==> config.mk <==
export PLATFORM = sky130hd
export DESIGN_NAME = alu_operand_sequencer_flat
export DESIGN_NICKNAME = d
export VERILOG_FILES = /design/src/rtl/alu_operand_sequencer_pkg.sv /design/src/rtl/alu_operand_sequencer_if.sv /design/src/rtl/alu_operand_sequencer.sv /design/src/flat_wrapper.sv
export SDC_FILE = /design/constraint.sdc
export NUM_CORES = 1
export LEC_CHECK = 0
export BUFFER_PORTS_ARGS = -buffer_cell sky130_fd_sc_hd__buf_2
export CORE_MARGIN = 2
export CORE_UTILIZATION = 43
export CTS_CLUSTER_DIAMETER = 30
export CTS_CLUSTER_SIZE = 28
export DETAILED_ROUTE_END_ITERATION = 10
export PLACE_DENSITY = 0.75
export SYNTH_ARGS = -nofsm -noshare
export SYNTH_HDL_FRONTEND = slang
export SYNTH_SLANG_ARGS = --single-unit
export TNS_END_PERCENT = 20
==> constraint.sdc <==
create_clock -name clk -period 1.5 [get_ports clk]
set_input_delay 0.15 -clock clk [delete_from_list [all_inputs] [get_ports clk]]
set_output_delay 0.15 -clock clk [all_outputs]
set_load 0.005 [all_outputs]
==> src/rtl/alu_operand_sequencer_pkg.sv <==
// Shared types for the operand sequencer: ALU operation codes, sequencer
// states and the helper that says which operations update the carry flag.
package alu_operand_sequencer_pkg;

  typedef enum logic [3:0] {
    ALU_ADD,
    ALU_ADC,
    ALU_ADC_NO_DEC,
    ALU_SUB,
    ALU_SBC,
    ALU_AND,
    ALU_OR,
    ALU_XOR,
    ALU_NOT,
    ALU_RRC,
    ALU_RLC,
    ALU_CP
  } alu_op;

  typedef enum logic [2:0] {
    IDLE,
    FETCH_A,
    FETCH_B,
    EXEC,
    DONE
  } seq_state_t;

  // Logic ops leave C alone so multi-nibble carry chains survive masking steps.
  function automatic logic alu_op_affects_carry(alu_op op);
    case (op)
      ALU_ADD, ALU_ADC, ALU_ADC_NO_DEC, ALU_SUB, ALU_SBC,
      ALU_RRC, ALU_RLC, ALU_CP: return 1'b1;
      default:                  return 1'b0;
    endcase
  endfunction

endpackage

==> src/rtl/alu_operand_sequencer_if.sv <==
// Memory and ALU datapath bus between the operand sequencer (master) and the
// nibble memory / core ALU (slave).
interface alu_operand_sequencer_if #(
  parameter int ADDR_WIDTH = 12
);
  import alu_operand_sequencer_pkg::*;

  logic [ADDR_WIDTH-1:0] mem_addr;
  logic                  mem_read_en;
  logic [3:0]            mem_read_data;
  logic                  mem_write_en;
  logic [3:0]            mem_write_data;

  alu_op                 alu_op_out;
  logic [3:0]            alu_temp_a;
  logic [3:0]            alu_temp_b;
  logic                  alu_carry_in;
  logic                  alu_decimal_in;
  logic [3:0]            alu_out;
  logic                  alu_carry;
  logic                  alu_zero;

  modport master (
    output mem_addr, mem_read_en, mem_write_en, mem_write_data,
    output alu_op_out, alu_temp_a, alu_temp_b, alu_carry_in, alu_decimal_in,
    input  mem_read_data, alu_out, alu_carry, alu_zero
  );

  modport slave (
    input  mem_addr, mem_read_en, mem_write_en, mem_write_data,
    input  alu_op_out, alu_temp_a, alu_temp_b, alu_carry_in, alu_decimal_in,
    output mem_read_data, alu_out, alu_carry, alu_zero
  );

endinterface

==> src/rtl/alu_operand_sequencer.sv <==
// Multi-cycle driver for the 4-bit ALU: fetches A (and B from memory or an
// immediate), runs the op, writes the result back to A and owns the C/Z flags.
module alu_operand_sequencer
  import alu_operand_sequencer_pkg::*;
#(
  parameter int ADDR_WIDTH = 12
) (
  input  logic                  clk,
  input  logic                  reset,
  // Request handshake: start is taken only while busy is low, and the req_*
  // fields must be valid in that same cycle; done pulses once after commit.
  input  logic                  start,
  input  alu_op                 req_op,
  input  logic [ADDR_WIDTH-1:0] req_a_addr,
  input  logic                  req_b_is_mem,
  input  logic [ADDR_WIDTH-1:0] req_b_addr,
  input  logic [3:0]            req_imm,
  input  logic                  req_write_back,
  input  logic                  decimal_flag,
  output logic                  busy,
  output logic                  done,
  output logic                  flag_carry,
  output logic                  flag_zero,
  output seq_state_t            dbg_state,
  alu_operand_sequencer_if.master bus
);

  seq_state_t            state;
  seq_state_t            state_next;

  alu_op                 op_q;
  logic [ADDR_WIDTH-1:0] a_addr_q;
  logic                  b_is_mem_q;
  logic [ADDR_WIDTH-1:0] b_addr_q;
  logic [3:0]            imm_q;
  logic                  write_back_q;
  logic [3:0]            temp_a;
  logic [3:0]            temp_b;

  always_ff @(posedge clk or posedge reset) begin
    if (reset) state <= IDLE;
    else       state <= state_next;
  end

  always_comb begin
    state_next         = state;
    bus.mem_addr       = a_addr_q;
    bus.mem_read_en    = 1'b0;
    bus.mem_write_en   = 1'b0;
    bus.mem_write_data = 4'h0;
    case (state)
      IDLE: begin
        if (start) begin
          bus.mem_addr    = req_a_addr;
          bus.mem_read_en = 1'b1;
          state_next      = FETCH_A;
        end
      end
      FETCH_A: begin
        if (b_is_mem_q) begin
          bus.mem_addr    = b_addr_q;
          bus.mem_read_en = 1'b1;
          state_next      = FETCH_B;
        end else begin
          state_next = EXEC;
        end
      end
      FETCH_B: state_next = EXEC;
      EXEC: begin
        // CP only sets flags; its difference is never stored.
        if (write_back_q && (op_q != ALU_CP)) begin
          bus.mem_write_en   = 1'b1;
          bus.mem_write_data = bus.alu_out;
        end
        state_next = DONE;
      end
      DONE:    state_next = IDLE;
      default: state_next = IDLE;
    endcase
  end

  always_ff @(posedge clk or posedge reset) begin
    if (reset) begin
      op_q         <= ALU_ADD;
      a_addr_q     <= '0;
      b_is_mem_q   <= 1'b0;
      b_addr_q     <= '0;
      imm_q        <= 4'h0;
      write_back_q <= 1'b0;
      temp_a       <= 4'h0;
      temp_b       <= 4'h0;
      flag_carry   <= 1'b0;
      flag_zero    <= 1'b0;
    end else begin
      case (state)
        IDLE: begin
          if (start) begin
            op_q         <= req_op;
            a_addr_q     <= req_a_addr;
            b_is_mem_q   <= req_b_is_mem;
            b_addr_q     <= req_b_addr;
            imm_q        <= req_imm;
            write_back_q <= req_write_back;
          end
        end
        FETCH_A: begin
          temp_a <= bus.mem_read_data;
          if (!b_is_mem_q) temp_b <= imm_q;
        end
        FETCH_B: temp_b <= bus.mem_read_data;
        EXEC: begin
          flag_zero <= bus.alu_zero;
          if (alu_op_affects_carry(op_q)) flag_carry <= bus.alu_carry;
        end
        default: ;
      endcase
    end
  end

  // The ALU sees the registered C, so carry-consuming ops use the pre-op flag.
  assign bus.alu_op_out     = op_q;
  assign bus.alu_temp_a     = temp_a;
  assign bus.alu_temp_b     = temp_b;
  assign bus.alu_carry_in   = flag_carry;
  assign bus.alu_decimal_in = decimal_flag;

  assign busy      = (state != IDLE);
  assign done      = (state == DONE);
  assign dbg_state = state;

endmodule
==> src/flat_wrapper.sv <==
// flat-port wrapper written by rule: the top's interface ports become plain ports
module alu_operand_sequencer_flat import alu_operand_sequencer_pkg::*;
#(
  parameter int ADDR_WIDTH = 12
)
  (clk, reset, start, req_op, req_a_addr, req_b_is_mem, req_b_addr, req_imm, req_write_back, decimal_flag, busy, done, flag_carry, flag_zero, dbg_state, bus_mem_addr, bus_mem_read_en, bus_mem_write_en, bus_mem_write_data, bus_alu_op_out, bus_alu_temp_a, bus_alu_temp_b, bus_alu_carry_in, bus_alu_decimal_in, bus_mem_read_data, bus_alu_out, bus_alu_carry, bus_alu_zero);
  alu_operand_sequencer_if #(.ADDR_WIDTH(ADDR_WIDTH)) bus_i ();
  input  logic clk;
  input  logic reset;
  input  logic start;
  input  alu_op req_op;
  input  logic [ADDR_WIDTH-1:0] req_a_addr;
  input  logic req_b_is_mem;
  input  logic [ADDR_WIDTH-1:0] req_b_addr;
  input  logic [3:0] req_imm;
  input  logic req_write_back;
  input  logic decimal_flag;
  output logic busy;
  output logic done;
  output logic flag_carry;
  output logic flag_zero;
  output seq_state_t dbg_state;
  output wire logic [$bits(bus_i.mem_addr)-1:0] bus_mem_addr;
  output wire logic [$bits(bus_i.mem_read_en)-1:0] bus_mem_read_en;
  output wire logic [$bits(bus_i.mem_write_en)-1:0] bus_mem_write_en;
  output wire logic [$bits(bus_i.mem_write_data)-1:0] bus_mem_write_data;
  output wire logic [$bits(bus_i.alu_op_out)-1:0] bus_alu_op_out;
  output wire logic [$bits(bus_i.alu_temp_a)-1:0] bus_alu_temp_a;
  output wire logic [$bits(bus_i.alu_temp_b)-1:0] bus_alu_temp_b;
  output wire logic [$bits(bus_i.alu_carry_in)-1:0] bus_alu_carry_in;
  output wire logic [$bits(bus_i.alu_decimal_in)-1:0] bus_alu_decimal_in;
  input wire logic [$bits(bus_i.mem_read_data)-1:0] bus_mem_read_data;
  input wire logic [$bits(bus_i.alu_out)-1:0] bus_alu_out;
  input wire logic [$bits(bus_i.alu_carry)-1:0] bus_alu_carry;
  input wire logic [$bits(bus_i.alu_zero)-1:0] bus_alu_zero;
  assign bus_mem_addr = bus_i.mem_addr;
  assign bus_mem_read_en = bus_i.mem_read_en;
  assign bus_mem_write_en = bus_i.mem_write_en;
  assign bus_mem_write_data = bus_i.mem_write_data;
  assign bus_alu_op_out = bus_i.alu_op_out;
  assign bus_alu_temp_a = bus_i.alu_temp_a;
  assign bus_alu_temp_b = bus_i.alu_temp_b;
  assign bus_alu_carry_in = bus_i.alu_carry_in;
  assign bus_alu_decimal_in = bus_i.alu_decimal_in;
  assign bus_i.mem_read_data = bus_mem_read_data;
  assign bus_i.alu_out = bus_alu_out;
  assign bus_i.alu_carry = bus_alu_carry;
  assign bus_i.alu_zero = bus_alu_zero;
  alu_operand_sequencer #(.ADDR_WIDTH(ADDR_WIDTH)) u_core (.clk(clk), .reset(reset), .start(start), .req_op(req_op), .req_a_addr(req_a_addr), .req_b_is_mem(req_b_is_mem), .req_b_addr(req_b_addr), .req_imm(req_imm), .req_write_back(req_write_back), .decimal_flag(decimal_flag), .busy(busy), .done(done), .flag_carry(flag_carry), .flag_zero(flag_zero), .dbg_state(dbg_state), .bus(bus_i));
endmodule
==> impl_results.md <==
* Status: complete, but fails checks
* Failing checks: setup timing
* Mean Syn Cell Area at around 14 um2
* # port buffers at 84
* Max-capacitance violation count at 0
* Worst r2r path cells at 4
* Post-synth top area share at a little over half
* EDFF count, synth at 0
* Layout cells sized above 1 at around 64%
* CTS max path bufs at 2
* Yosys cell types at 27
* Mapped cell area at 2150 um2
* Ant. Diodes at 0
* Fin area at 3140 um2
* Signal arrival time at the worst endpoint at 1.69 ns
* Syn. warnings at 0
* Overall routing resource usage at a little under a fifth
* Leak at approximately 0.0016 uW
* Max Clock Skew at 0.0111 ns
* Largest net degree at the start of global routing at 36
* Ys flop type: dfrtp_1
* Power per cell area at roughly 2200 nW/um2
* Die width at around 75 um
* Setup WS post-layout at -0.336 ns
* Cts bufs inserted at 5
* CP Max Fanout at 7
* Critical path launch point: u_core.dbg_state[2]
* Gr ovfl total at 0
* Routed via count at between 1500 and 2000
* Post-DRT Antenna Nets at 0
* Core Area at roughly 4800 um2
* # H-tree levels at 2
* Filler cell count at between 300 and 400
* Die ar. at approximately 5600 um2
* Dpl ws at -0.104 ns
* Final Hold Fails at 0
* RSZ-0062 raised after global routing: yes
* NumNets Final at 315
* Layout area overhead at 46.0%
* Initial DRT Pass Iterations at 4
* Worst vdd ir at 1.01 mV
* Vias in the first global route at between 1500 and 2000
* Vias per cell at 5.10
* Worst Setup End Kind: output port
* Fraction of registers with async set/reset at 100%
* Final worst path period need at 1.84 ns
* Main area contributors after synthesis: dfrtp_1 (55%), mux2_2 (19%), a22o_1 (4.9%)
* Tcrit/Tclk final at 122%
* Synthesized instance count at between 150 and 200
* Dpl hpwl at ~3400 um
* R2r endpoint: u_core.imm_q[0]
* Sinks on Clock Net at 47
* CTS tree: built
* Reg2reg start: u_core.dbg_state[2]
* Dominant cell by count in the synthesized netlist: dfrtp_1
* CTS clk-pin slew, worst paths at about 0.09 ns
* Syn_nets at 204
* DRC at 0
* Yosys top cell by area: dfrtp_1
* Max-slew headroom at 80.4%
* Worst Max-Slew Pin Slew at a little under 0.3 ns
* Total wire length at ~5200 um
* First-pass GRT wire length at approximately 7600 um
* Worst-Skew Late Latency at 0.30 ns
* Max Clk Rate at 0.545 GHz
* Clk root buf: clkbuf_8
* GPL Wtd Cong at 0.744
* Critical Path Source Type: flop
* Worst min path class: in2reg
* # rows at 25
* Die Span Y at roughly 75 um
* Ports at between 80 and 90
* Max Slew Vio Count at 0
* FF+latch count, synth at 47
* Wire per inst at about 15 um
* Post-synthesis sequential area ratio at 54.7%
* Initial antenna violation count at 0
* Cell Area, Placed at roughly 2700 um2
* Setup TNS at -9.63 ns
* Final Core Density at around two thirds
* Worst EP required at between 1 and 1.5 ns
* Setup Crit Path Kind: reg2out
* Reg2reg setup slack at -0.16 ns
* Initial Util at approximately 45%
* Top cells by count, synth: dfrtp_1 (47), mux2_2 (37), a21o_1 (12), a22o_1 (12)
* Initial drt markers at ~120
* Crit path to: bus_mem_addr[4]
* Setup Viol. Count Final at 54
## sequential cells by signal, summed over array words and instances (netlist names)
name / count
u_core.b_is_mem_q: 1
u_core.bus.alu_op_out: 4
u_core.flag_zero: 1
u_core.bus.alu_carry_in: 1
u_core.write_back_q: 1
u_core.b_addr_q: 12
u_core.imm_q: 4
u_core.bus.alu_temp_b: 4
u_core.dbg_state: 3
u_core.bus.alu_temp_a: 4
u_core.a_addr_q: 12
## critical path, stage by stage, from the launching register on
cell and delay, ns:
dfrtp_2 0.44, nor4b_4 0.28, buf_6 0.18, buf_12 0.13, a22o_1 0.14, a21o_1 0.10, buf_2 0.12
## power by group
group | switching, uW | internal (uW) | leakage, uW
sequential | 406 | 1930 | 0.000550
combinational | 1360 | 2260 | 0.000979
clock | 445 | 502 | 0.0000548
## layout make-up
| type | instances | area, um2 | area share [%] |
|---|---|---|---|
| Clock inverter | 3 | 46.3 | 1.48 |
| Multi-Input combinational cell | 94 | 946 | 30.1 |
| Clock buffer | 5 | 68.8 | 2.19 |
| Tap cell | 67 | 83.8 | 2.67 |
| Timing Repair Buffer | 116 | 802 | 25.6 |
| Inverter | 3 | 11.3 | 0.359 |
| Sequential cell | 47 | 1180 | 37.6 |
## worst min-delay path by stage
stage | start | end | slack [ns] | cells past startpoint
final | req_b_addr[11] | u_core.b_addr_q[11] | 0.07 | 2
after global routing | req_b_addr[9] | u_core.b_addr_q[9] | 0.06 | 2
after CTS | req_op[3] | u_core.bus.alu_op_out[3] | 0.04 | 3
after detailed placement | reset | u_core.bus.alu_carry_in | 0.11 | 2
after global placement | reset | u_core.bus.alu_carry_in | 0.12 | 2
after floorplan | req_op[3] | u_core.bus.alu_op_out[3] | 0.27 | 2
## metrics by stage
step / total power (uW) / hold WS, ns / cells
6_report: 6900 / 0.0748 / 335
3_5_place_dp: 5220 / 0.113 / 308
5_1_grt: 7370 / 0.0604 / 335
3_3_place_gp: 5120 / 0.117 / 308
4_1_cts: 6510 / 0.0385 / 324
2_1_floorplan: 4150 / 0.267 / 156
## routing by layer
layer	up-vias	routed length, um	track usage, %	part of all wire (%)
met5	-	0	0	0
met4	0	112	7.94	2.2
met3	13	306	4.28	5.9
met2	61	2570	30.1	49
met1	841	2210	23.9	43
li1	793	-	-	-
## timing repair
item	4_1_cts	5_1_grt
cloned	2	1
setup buffers	5	10
endpoints found under the hold margin	12	0
setup endpoints to repair	57	62
gates resized for setup	17	20
hold buffers	1	0
pin swaps	17	12
## cells in the final DEF (no fill, tap or decap), types with 2 or more instances in the layout
cell / n
buf_2: 83
dfrtp_1: 44
mux2_2: 25
buf_6: 15
mux2_4: 12
a22o_1: 12
a21o_1: 12
buf_4: 12
clkbuf_8: 5
o32a_1: 4
o21a_1: 4
and2_1: 4
nand2_1: 3
buf_12: 3
dfrtp_2: 3
mux2_1: 2
or3b_1: 2
inv_2: 2
o21ai_0: 2
## logic make-up (layout without fill, tap and decap cells)
| group | Yosys count | in the layout | synth area share [%] |
|---|---|---|---|
| compound gates | 39 | 39 | 14.7 |
| buf+inv | 15 | 127 | 4.71 |
| flops | 47 | 47 | 54.7 |
| mux | 39 | 39 | 20.4 |
| simple gates | 16 | 16 | 5.41 |
Power figures use the tool's default switching activity.
